$ cat src/rtl/debounce_pkg.sv
// Shared types and defaults for the input debouncer and its users.
package debounce_pkg;

    // Debounce FSM: two settled levels, each with a pending-qualification twin.
    typedef enum logic [1:0] {
        LOW       = 2'd0,
        LOW_PEND  = 2'd1,
        HIGH      = 2'd2,
        HIGH_PEND = 2'd3
    } debounce_state_t;

    // 1 ms at a 50 MHz clock: a comfortable window for mechanical contacts.
    localparam int DEBOUNCE_DEFAULT_CYCLES = 50000;
    localparam int DEBOUNCE_CNT_WIDTH      = 16;

endpackage : debounce_pkg

$ cat src/rtl/sync_2ff.sv
// Two-flop synchronizer for a single asynchronous input bit.
module sync_2ff (
    input  logic clk,
    input  logic rst,
    input  logic d,
    output logic q
);

    logic meta;

    // Capture the asynchronous bit, then give it a full cycle to settle.
    // NOTE: non-blocking assignments keep this a true two-stage shift; blocking
    // ones would collapse meta and q into a single flop.
    always_ff @(posedge clk) begin
        if (rst) begin
            meta <= 1'b0;
            q    <= 1'b0;
        end else begin
            meta <= d;
            q    <= meta;
        end
    end

endmodule : sync_2ff

$ cat src/rtl/input_debouncer.sv
// Debounces one raw pin: synchronize, then require STABLE_CYCLES consecutive
// samples at the new level before the registered output follows.
module input_debouncer
    import debounce_pkg::*;
#(
    parameter int STABLE_CYCLES = DEBOUNCE_DEFAULT_CYCLES,
    parameter int CNT_WIDTH     = DEBOUNCE_CNT_WIDTH
) (
    input  logic clk,
    input  logic rst,
    input  logic din_raw,
    output logic dout,
    output logic rise,
    output logic fall,
    output logic busy
);

    localparam logic [CNT_WIDTH-1:0] CNT_ONE  = CNT_WIDTH'(1);
    localparam logic [CNT_WIDTH-1:0] CNT_LAST = CNT_WIDTH'(STABLE_CYCLES - 1);

    logic                 s2;
    debounce_state_t      state, state_n;
    logic [CNT_WIDTH-1:0] cnt, cnt_n;
    logic                 dout_n, rise_n, fall_n, busy_n;

    sync_2ff u_sync (
        .clk (clk),
        .rst (rst),
        .d   (din_raw),
        .q   (s2)
    );

    // State, counter and all outputs are registered; reset wins over any transition.
    always_ff @(posedge clk) begin
        if (rst) begin
            state <= LOW;
            cnt   <= '0;
            dout  <= 1'b0;
            rise  <= 1'b0;
            fall  <= 1'b0;
            busy  <= 1'b0;
        end else begin
            state <= state_n;
            cnt   <= cnt_n;
            dout  <= dout_n;
            rise  <= rise_n;
            fall  <= fall_n;
            busy  <= busy_n;
        end
    end

    // Next-state logic: any opposite sample during pending restarts qualification.
    // NOTE: every signal gets a default before the case so no path leaves one
    // unassigned, which would infer a latch.
    always_comb begin
        state_n = state;
        cnt_n   = cnt;
        dout_n  = dout;
        rise_n  = 1'b0;
        fall_n  = 1'b0;

        case (state)
            LOW: begin
                if (s2) begin
                    state_n = LOW_PEND;
                    cnt_n   = CNT_ONE;
                end
            end
            LOW_PEND: begin
                if (!s2) begin
                    state_n = LOW;
                    cnt_n   = '0;
                end else if (cnt == CNT_LAST) begin
                    state_n = HIGH;
                    cnt_n   = '0;
                    dout_n  = 1'b1;
                    rise_n  = 1'b1;
                end else begin
                    cnt_n = cnt + CNT_ONE;
                end
            end
            HIGH: begin
                if (!s2) begin
                    state_n = HIGH_PEND;
                    cnt_n   = CNT_ONE;
                end
            end
            HIGH_PEND: begin
                if (s2) begin
                    state_n = HIGH;
                    cnt_n   = '0;
                end else if (cnt == CNT_LAST) begin
                    state_n = LOW;
                    cnt_n   = '0;
                    dout_n  = 1'b0;
                    fall_n  = 1'b1;
                end else begin
                    cnt_n = cnt + CNT_ONE;
                end
            end
            default: begin
                state_n = LOW;
                cnt_n   = '0;
                dout_n  = 1'b0;
            end
        endcase

        busy_n = (state_n == LOW_PEND) || (state_n == HIGH_PEND);
    end

endmodule : input_debouncer

$ cat config.mk
export PLATFORM = sky130hd
export DESIGN_NAME = input_debouncer
export DESIGN_NICKNAME = d
export VERILOG_FILES = /design/src/rtl/debounce_pkg.sv /design/src/rtl/sync_2ff.sv /design/src/rtl/input_debouncer.sv
export SDC_FILE = /design/constraint.sdc
export NUM_CORES = 1
export LEC_CHECK = 0
export CORE_MARGIN = 8
export CORE_UTILIZATION = 51
export CTS_BUF_LIST = sky130_fd_sc_hd__clkbuf_8 sky130_fd_sc_hd__clkbuf_16
export CTS_CLUSTER_SIZE = 40
export DETAILED_ROUTE_END_ITERATION = 16
export GPL_TIMING_DRIVEN = 0
export HOLD_SLACK_MARGIN = 0.15
export PLACE_DENSITY = 0.75
export SYNTH_ARGS = -nofsm -noshare
export SYNTH_HDL_FRONTEND = slang
export SYNTH_HIERARCHICAL = 1
export SYNTH_SLANG_ARGS = --single-unit
export TNS_END_PERCENT = 100
$ cat constraint.sdc
create_clock -name clk -period 1.6 [get_ports clk]
set_input_delay 0.24 -clock clk [delete_from_list [all_inputs] [get_ports clk]]
set_output_delay 0.24 -clock clk [all_outputs]
set_load 0.05 [all_outputs]
* Word-level counts from Yosys, hierarchy flattened
Index checks and enable logic that the tools add are counted.
** Cells by class
- Reductions and logical operators :: 7
- Eq/ne operators :: 12
- Bitwise logic cells :: 3
- Mux-type cells :: 19
- Add/subtract/negate cells :: 1
** Operator list (count)
- 16-bit 2-to-1 mux :: 5
- 16-bit one-hot mux with 4 select lines :: 1
- 16-bit by 1-bit adder with 16-bit output, second input constant :: 1
- 16-bit == test, second input constant :: 1
- 2-bit 2-to-1 mux :: 6
- 2-bit inequality test, second input constant :: 4
- 2-bit one-hot mux with 4 select lines :: 1
- 2-bit == test, second input constant :: 3
- 3-bit OR reduction :: 2
- 1-bit 2-to-1 mux :: 5
- 5-bit AND reduction :: 1
- 2-bit by 1-bit == test with 1-bit output, second input constant :: 2
- 2-bit by 1-bit inequality test with 1-bit output, second input constant :: 2
- 1-bit NOT :: 3
- 2-bit logical NOT :: 1
- 1-bit one-hot mux with 2 select lines :: 1
- 2-bit AND reduction :: 1
- 2-bit nonzero test :: 1
- 1-bit logical OR :: 1
** Word-level totals
- Register bits :: 24
- Logic and storage cells :: 50

* Logic depth before layout (Yosys ltp)
Gate-level depths: netlist (run 1).
- Depth after elaboration :: 6
- Gate-level depth with buffers :: 6
- Mapped depth without buffers :: 5

* Cells and area by module
The synthesis (run 1) kept the hierarchy.
** By module, submodules not included
- input_debouncer :: seq. area each 420.4 µm², times used 1, cells each 133, area each 1104.8 µm²
- sync_2ff :: seq. area each 40.0 µm², times used 1, cells each 4, area each 52.6 µm²

* Worst setup path after synthesis (run 1)
No wires, ideal clock.
- Path type :: flip-flop to flip-flop
- Start :: register busy (netlist name)
- End :: register cnt[14]
- Path buffers :: 0
- Setup slack :: -0.299 ns
- Required time :: 1.520 ns
- Arrival time :: 1.819 ns
- Stages on the path, launching flop included :: 5
- Path through :: dfxtp_1 > inv_1 > a2111o_1 > or3_1 > a211oi_2
** RTL lines
- to (signal assigned) :: line input_debouncer.sv:44 : cnt <= cnt_n;
- to (decl) :: line input_debouncer.sv:23 : logic [CNT_WIDTH-1:0] cnt, cnt_n;

* Final worst setup path (run 1)
- Start :: register cnt[0]
- End :: register cnt[6]
** Between the ends
- Cells in the longest elaborated chain, start to end :: 4
** Ends and longest elaborated chain
- 16-bit by 1-bit adder with 16-bit output / 16-bit == test (equally long branches)
- 16-bit 2-to-1 mux (*) :: line input_debouncer.sv:73, input_debouncer.sv:92
- 16-bit 2-to-1 mux (on tied branches) :: line input_debouncer.sv:89, input_debouncer.sv:70
- 16-bit one-hot mux with 4 select lines (*) :: line input_debouncer.sv:62 : case (state)
Every way passes the cells marked *; elsewhere a longest branch is shown, timed or not.
A chain may end at the register's enable or synchronous reset.

==> metrics.yaml, run 1 <==
clock_tree:
  cts_buffer_depth: 2
  cts_tree: "done"
  clk_latency_ps: 270
  clkSlewWorstSetupHoldPaths_ps: 80
  cts_buffers: 3
  cts-root-buf: "clkbuf_8"
  cts.sinks: 23
  htreeDepth: 1
  cts_hold_buf: 0
pwr:
  leakage_uw: 0.000569
  vdd_ir_drop_max_mv: 0.553
  total_power_uw: 1000
  power.density_mw_per_mm2: 627
synthesis:
  synth_top_area_share_pct: 39.8
  syn-num-nets: 141
  synth_compound_area_share_pct: 17.2
  yosysTopAreaCell: "dfxtp_1"
  synth_cell_types: 38
  synthMuxAreaShare_pct: 1.73
  synth_top_flop_cell: "dfxtp_1"
  ys_async_sr_fraction_pct: 0
  synth_area_leaders: "dfxtp_1, a31oi_1, nand4_1, nand2_1, nand3_1"
  synth_area_per_cell_um2: 8.45
  synth_edf_count: 0
  seq_area_frac_synth_pct: 39.8
  synth_top_family_by_area: "simple AND/OR/NAND/NOR gates"
  synth_fa_ha_area_share_pct: 1.08
  synthSimpleGateAreaFrac_pct: 34.7
  postSynthCellCount: 137
  ys_warn_count: 6
  netlist_area_mm2: 0.00116
  synth-seq-cells: 23
  synthXorXnorAreaFrac_pct: 2.27
sta:
  timing.final.crit_share_pct: 108
  setup_slack_ps: -127
  fmax_ghz: 0.579
  setup_viol: 8
  rsz0062_at_grt: "yes"
  fin_skew_ps: 4.77
  layout_min_cycle_time_ps: 1730
  maxSlewHeadroom_pct: 48.8
  tightestPinTransition_ps: 762
  tns_ps: -403
  holdWs_ps: 452
  hold_viol: 0
  drv_slew: 0
final_layout:
  final_cell_mix: "buf_4, nand2_1, a31oi_1"
  nets: 166
  seq_area_um2: 495
  layout_commonest_cell: "buf_4"
  layout-drive-gt1-share_pct: 32.9
  fill_cells: 153
  areaGrowthSynthToFinish_pct: 38.3
  multi_input_area_um2: 803
  antenna_cells: 0
drt:
  drtAntennaViolNets: 0
  routedWlPerCell_um: 19.4
  drt-pass1-iter-count: 5
  drt_wl_total_mm: 3.66
  vias: 1307
  post-route-drc-count: 0
  drt-vias-per-instance: 6.92
  drtIter0Drc: 99
die:
  fp.dieArea_mm2: 0.00405
  die_h_um: 63.6
  io_pins: 7
  initial_core_util_pct: 53.3
  die_x_um: 63.6
  core_mm2: 0.00217
  rows: 17
outcome:
  violations: "setup timing"
  outcome: "finished with violations"
global_routing:
  grt_pass1_vias: 1183
  grt_remaining_overflow: 0
  gr-usage-met2_pct: 24.7
  grt_max_degree: 13
  grt_busiest_layer: "met2"
  antenna_found_initial: 0
  grt.met3_usage_pct: 3.89
  grtUsageMet1_pct: 18.4
  grt_usage_pct: 15.8
  grt_pass1_wl_mm: 5.24
critical_path:
  criticalPathCategory: "flip-flop to flip-flop"
  crit_buf_inv: 1
  crit_slowest_cell: "dfxtp_4"
  start_kind: "flip-flop"
  critical_path_required_ps: 1750
  worstPathArrival_ps: 1870
  cp_cell_sequence: "ha_4, and4b_1, nand4_1, buf_6, a31oi_1, o21ai_0"
  critPathCaptureType: "flip-flop"
  cp_top_family: "simple AND/OR/NAND/NOR gates"
  crit_path_max_fanout: 10
  max_stage_delay_ps: 360
placement:
  place_congestion: 0.999
  io_buffers: 6
  hpwl_mm: 2.00
job:
  drv_cap: 0
hold_path:
  hp-class: "flip-flop to flip-flop"
==> state kept, by name, summed over array words and instances (netlist names) <==
name         count
dout             1
cnt             16
u_sync/meta      1
state            1
busy             1
u_sync/q         1
fall             1
rise             1
==> stage by stage <==
| stage | worst slack (ps) | cells | util, % | cell area (µm²) |
|---|---|---|---|---|
| after global routing | -150 | 189 | 73.8 | 1600 |
| final | -127 | 189 | 73.8 | 1600 |
| after floorplan | 3.63 | 137 | - | 1180 |
| after global placement | -369 | 171 | 58.7 | 1270 |
| after detailed placement | -475 | 171 | 58.7 | 1270 |
| after CTS | -63.5 | 184 | 67.3 | 1460 |
==> worst reg2reg max path, cell delays in order, from the launching register on <==
cell	delay (ps)
dfxtp_4	360
ha_4	170
and4b_1	290
nand4_1	220
buf_6	220
a31oi_1	210
o21ai_0	130
==> metal layers <==
metal,vias up,share of wire [%]
li1,575,-
met1,628,40
met2,86,51
met3,18,6.8
met4,0,2.9
met5,-,0
==> cell type report <==
class	count	share of cell area (%)
Tap cell	28	2.19
Inverter	5	1.17
Buffer	4	1.95
Multi-Input combinational cell	104	50.2
Timing Repair Buffer	21	10.7
Sequential cell	23	31.0
Clock inverter	1	0.235
Clock buffer	3	2.58
==> synth_stat cells (3+ instances only) <==
cell type,instances
o21ai_0,4
nor3_1,4
a31oi_1,11
nand3b_1,4
nand3_1,8
dfxtp_1,23
nand4_1,8
o211ai_1,3
clkbuf_1,4
nor2_1,6
nor2b_1,3
nand2_1,13
a21oi_1,3
inv_1,5
nor4_1,6
==> where the power goes <==
part / internal [µW] / total [µW] / switching [µW]
Clock: 172 / 359 / 187
Sequential: 568 / 576 / 7.80
Combinational: 23.5 / 67.5 / 44.0
==> final timing paths <==
check                                  from  endpoint  slack (ps)  cells after the start
worst max-delay path                 cnt[0]    cnt[6]        -130                      6
worst min-delay path            u_sync/meta  u_sync/q         450                      1
worst max register to register       cnt[0]    cnt[6]        -130                      6
worst min register to register  u_sync/meta  u_sync/q         450                      1
==> logic make-up (layout without fill, tap and decap cells) <==
group | after synthesis | after routing
multiplexers | 2 | 2
AO/OA/AOI/OAI | 29 | 29
flip-flops | 23 | 23
XOR/XNOR | 3 | 3
AND/OR/NAND/NOR | 69 | 69
adder cells (fa/ha/maj) | 1 | 1
buffers and inverters | 10 | 34
==> timing repair <==
| item | in CTS | in global routing |
|---|---|---|
| gates cloned | 0 | 0 |
| pin swaps | 8 | 9 |
| endpoints found under the setup margin | 19 | 18 |
| gates resized for setup | 29 | 25 |
| endpoints found under the hold margin | 0 | 0 |
| buffers inserted | 9 | 7 |
(Power assumes the default switching activity.)
==> run 2: changes to the inputs <==
--- a/config.mk
+++ b/config.mk
@@ -13,6 +13,7 @@
 export GPL_TIMING_DRIVEN = 0
 export HOLD_SLACK_MARGIN = 0.15
 export PLACE_DENSITY = 0.75
+export SKIP_LAST_GASP = 1
 export SYNTH_ARGS = -nofsm -noshare
 export SYNTH_HDL_FRONTEND = slang
 export SYNTH_HIERARCHICAL = 1
==> metrics.yaml, run 2 (synthesis results as in run 1) <==
critical_path:
  reg2reg_to: "cnt[12]"
  criticalPathCategory: "flip-flop to flip-flop"
  critical_path_required_ps: 1740  # about the same
  worstPathArrival_ps: 1790  # -80 ps
  crit_path_max_fanout: 10  # unchanged
  rrSetupSlack_ps: -50  # +80 ps
  critPathCaptureType: "flip-flop"
  ff2ff_path_depth: 6  # unchanged
  r2r-start: "cnt[0]"
  start_kind: "flip-flop"
final_layout:
  finish.utilization_pct: 74.0  # +0.29 points
  areaGrowthSynthToFinish_pct: 38.8
  regMostFlops: "cnt"
  layout_commonest_cell: "buf_4"
  antenna_cells: 0  # unchanged
  largest_reg_flops: 16  # unchanged
  final_cell_mix: "buf_4, nand2_1, a31oi_1"
  nets: 168  # +1.2%
  layout-drive-gt1-share_pct: 33.7  # +0.82 points
placement:
  hpwl_mm: 2.00  # unchanged
  io_buffers: 6  # unchanged
  place_congestion: 0.999  # unchanged
drt:
  vias: 1273  # -2.6%
  drtAntennaViolNets: 0  # unchanged
  drt-vias-per-instance: 6.66  # -3.6%
  post-route-drc-count: 0  # unchanged
  drtIter0Drc: 101  # +2.0%
  drt_wl_total_mm: 3.42  # -6.6%
  drt-pass1-iter-count: 5  # unchanged
  routedWlPerCell_um: 17.9  # -7.5%
hold_path:
  holdPathStages: 1  # unchanged
  hp-class: "flip-flop to flip-flop"
  hold_start: "u_sync/meta"
  min_to: "u_sync/q"
die:
  core_mm2: 0.00217  # unchanged
  fp.dieArea_mm2: 0.00405  # unchanged
  io_pins: 7  # unchanged
  die_x_um: 63.6  # unchanged
  rows: 17  # unchanged
  die_h_um: 63.6  # unchanged
  initial_core_util_pct: 53.3  # unchanged
job:
  drv_cap: 0  # unchanged
pwr:
  vdd_ir_drop_max_mv: 0.543  # -1.9%
  power.density_mw_per_mm2: 620  # -1.0%
  leakage_uw: 0.000574  # +0.87%
sta:
  timing.final.crit_share_pct: 103  # -4.7 points
  maxSlewHeadroom_pct: 49.4  # +0.60 points
  hold_viol: 0  # unchanged
  layout_min_cycle_time_ps: 1650  # -76.0 ps
  tightestPinTransition_ps: 753  # -8.88 ps
  holdWs_ps: 444  # -8.13 ps
  fin_skew_ps: 3.39  # -1.38 ps
  fmax_ghz: 0.606  # +4.6%
  rsz0062_at_grt: "yes"
  drv_slew: 0  # unchanged
  setup_slack_ps: -51.5  # +76.0 ps
  setup_viol: 3  # -5
  tns_ps: -122  # +281 ps
clock_tree:
  clk_latency_ps: 260  # about the same
  cts_tree: "done"
  cts-root-buf: "clkbuf_8"
  htreeDepth: 1  # unchanged
  clkSlewWorstSetupHoldPaths_ps: 70  # about the same
  cts_buffer_depth: 2  # unchanged
  cts.sinks: 23  # unchanged
  cts_hold_buf: 0  # unchanged
  cts_buffers: 3  # unchanged
outcome:
  outcome: "finished with violations"
  violations: "setup timing"
global_routing:
  grt_pass1_wl_mm: 5.29  # +0.92%
  grt_usage_pct: 15.9  # +0.11 points
  grt_remaining_overflow: 0  # unchanged
  grt_pass1_vias: 1170  # -1.1%
  antenna_found_initial: 0  # unchanged
  grt_max_degree: 13  # unchanged
-- run 2: cell types whose count changed in the layout (fill, tap and decap cells not counted), sizes merged --
| cell | delta |
|---|---|
| buf | +2 |
-- run 2: worst max-delay path by stage --
stage / from / end / slack [ps] / cells after the start
floorplan: cnt[4] / cnt[11] / 4 / 4
global placement: rst / cnt[12] / -370 / 5
detailed placement: rst / cnt[3] / -470 / 5
CTS: cnt[0] / cnt[14] / -60 / 5
global route: cnt[0] / cnt[12] / -110 / 6
finish: cnt[0] / cnt[12] / -50 / 6
-- run 2: power breakdown --
group	internal [µW]	switching (µW)
registers	569	7.47
logic	27.4	42.4
clock network	171	179
-- run 2: area by class of cell --
| cell class | count | area [µm²] |
|---|---|---|
| Buffer | 4 | 27.5 |
| Fill cell | 148 | 563 |
| Clock buffer | 3 | 41.3 |
| Multi-Input combinational cell | 104 | 802 |
| Timing Repair Buffer | 23 | 183 |
| Tap cell | 28 | 35.0 |
| Inverter | 5 | 18.8 |
| Clock inverter | 1 | 3.75 |
| Sequential cell | 23 | 495 |
-- run 2: per-layer routing --
metal / global-route usage (%) / wire length (µm) / vias up
met5: 0 / 0 / -
met4: 10.0 / 110 / 0
met3: 3.36 / 290 / 18
met2: 25.7 / 1650 / 82
met1: 18.6 / 1370 / 589
li1: - / - / 584
-- run 2: what timing repair did --
action	in CTS	in global routing
pin swaps	8	9
setup endpoints to repair	19	18
gates resized for setup	28	24
buffers inserted	9	9
-- run 2: critical path, cell delays in order (launching register included) --
cell and delay [ps]:
dfxtp_4 360, ha_4 170, and4b_2 270, nand4_1 200
buf_6 220, a31oi_1 230, a31oi_1 70
-- run 2: stage by stage --
stage	cells	cell area (µm²)	total power, µW	setup WS (ps)
after global routing	191	1610	1030	-110
after detailed placement	171	1270	657	-475
final	191	1610	997	-51.5
after global placement	171	1270	656	-369
after floorplan	137	1180	635	3.63
after CTS	184	1460	1000	-63.5
==> RTL edit (config.mk and constraints of run 2) <==
`DEBOUNCE_CNT_WIDTH`: 16 -> 18.
--- a/src/rtl/debounce_pkg.sv
+++ b/src/rtl/debounce_pkg.sv
@@ -11,7 +11,7 @@
 
     // 1 ms at a 50 MHz clock: a comfortable window for mechanical contacts.
     localparam int DEBOUNCE_DEFAULT_CYCLES = 50000;
-    localparam int DEBOUNCE_CNT_WIDTH      = 16;
+    localparam int DEBOUNCE_CNT_WIDTH      = 18;
 
 endpackage : debounce_pkg
 
Behaviour: no difference found for any inputs over 10 cycles, from zero or initial values and one cycle with rst high; that may be too few to reach the edited logic, so the function may still have changed.
==> RTL edit against run 2 <==
- the flow still finishes with violations (negative setup slack)
- cell area is 0.86% lower
- sequential power is 9.4% higher
- first-iteration DRC count is 19% lower
- combinational power is 18% higher
- clock skew is 3.2 ps higher
- area after synthesis is 4.5% higher
- fmax is 1.2% lower
- global-route usage is 1.0 points lower
- critical path depth is 1 higher
- worst setup slack worse by 20 ps
- power is 10% higher
- sequential cell count is 2 higher
- synthesized cell count is 0.73% lower
- routed wire length is 10% lower
- highest routed layer unchanged
==> RTL edit: results (changes against run 2) <==
- Detailed Route WL: 3.06 mm (-10%)
- RR Endpoint: cnt[11]$_SDFFE_PP0P_
- Worst EP arrival: 1860 ps (+70 ps)
- Pre-CTS WS: -370 ps (+105 ps)
- Synth cell types: 42 (+11%)
- Vias in the first global route: 1117 (-4.5%)
- Register area share after synthesis: 41.4% (+1.6 points)
- Final nets: 165 (-1.8%)
- Outcome: finished with violations
- Setup WS post-layout: -71.3 ps (-19.8 ps)
- Pin count of the biggest net entering global routing: 16 (+3)
- Routability congestion estimate: 0.822 (-18%)
- Failing checks: negative setup slack
- Number of flip-flops in the largest register: 18 (+2)
- Iter 0 DRT Violations: 82 (-19%)
- Detail Placement HPWL: 1.79 mm (-10%)
- Worst Tran Pin Value: 499 ps (-255 ps)
- Net Count, Synth: 140 (-0.71%)
- Final setup vio count: 2 (-1)
- Setup TNS: -78.5 ps (+43.8 ps)
- Share of layout cells above drive strength 1: 31.9% (-1.9 points)
- DP Area: 1320 um^2 (+4.0%)
- Share of synthesized area spent on multiplexers: 3.31% (+1.6 points)
- First drt pass iteration count: 4 (-1)
- XOR/XNOR share of the synthesized area: 7.14% (+4.9 points)
- Worst path slowest cell: dfxtp_2
==> RTL edit: worst min path at each step <==
stage	from	to	slack, ps	cells after the start
after global placement	u_sync/meta$_SDFF_PP0_	u_sync/q$_SDFF_PP0_	430	1
after detailed placement	u_sync/meta$_SDFF_PP0_	u_sync/q$_SDFF_PP0_	430	1
after global routing	u_sync/meta$_SDFF_PP0_	u_sync/q$_SDFF_PP0_	480	1
final	u_sync/meta$_SDFF_PP0_	u_sync/q$_SDFF_PP0_	450	1
after floorplan	rst	u_sync/meta$_SDFF_PP0_	310	1
after CTS	u_sync/meta$_SDFF_PP0_	u_sync/q$_SDFF_PP0_	450	1
==> RTL edit: cells by family (layout without fill, tap and decap cells) <==
logic type	after synthesis	after routing
simple gates	68	69
compound gates	19	19
buf+inv	10	33
xor+xnor	9	9
flops	25	25
mux	4	4
fa+ha+maj	1	1
==> RTL edit: report_power, final <==
group          internal (uW)  switching (uW)  total [uW]
sequential               624            6.94         631
combinational           32.3            50.3        82.5
clock                    177             208         384
==> RTL edit: routing by layer <==
metal / global-route usage (%) / part of all wire, %
met5: 0 / 0
met4: 9.81 / 4.1
met3: 3.09 / 4.9
met2: 25.1 / 51
met1: 16.6 / 40
==> RTL edit: layout make-up <==
cell class              instances  area, um^2  area share [%]
plain buffers                   5        36.3            2.28
clock buffers                   3        41.3            2.59
clock inverters                 1        7.51           0.471
inverters                       3        11.3           0.707
multi-input cells             102         768            48.2
flip-flops and latches         25         522            32.8
well taps                      28        35.0            2.20
repair buffers                 21         171            10.8
==> RTL edit: timing repair <==
| item | 4_1_cts | 5_1_grt |
|---|---|---|
| hold endpoints to repair | 0 | 0 |
| setup endpoints to repair | 19 | 17 |
| resized for setup | 30 | 8 |
| gates cloned | 2 | 0 |
| setup buffers | 13 | 1 |
| pin swaps | 6 | 3 |
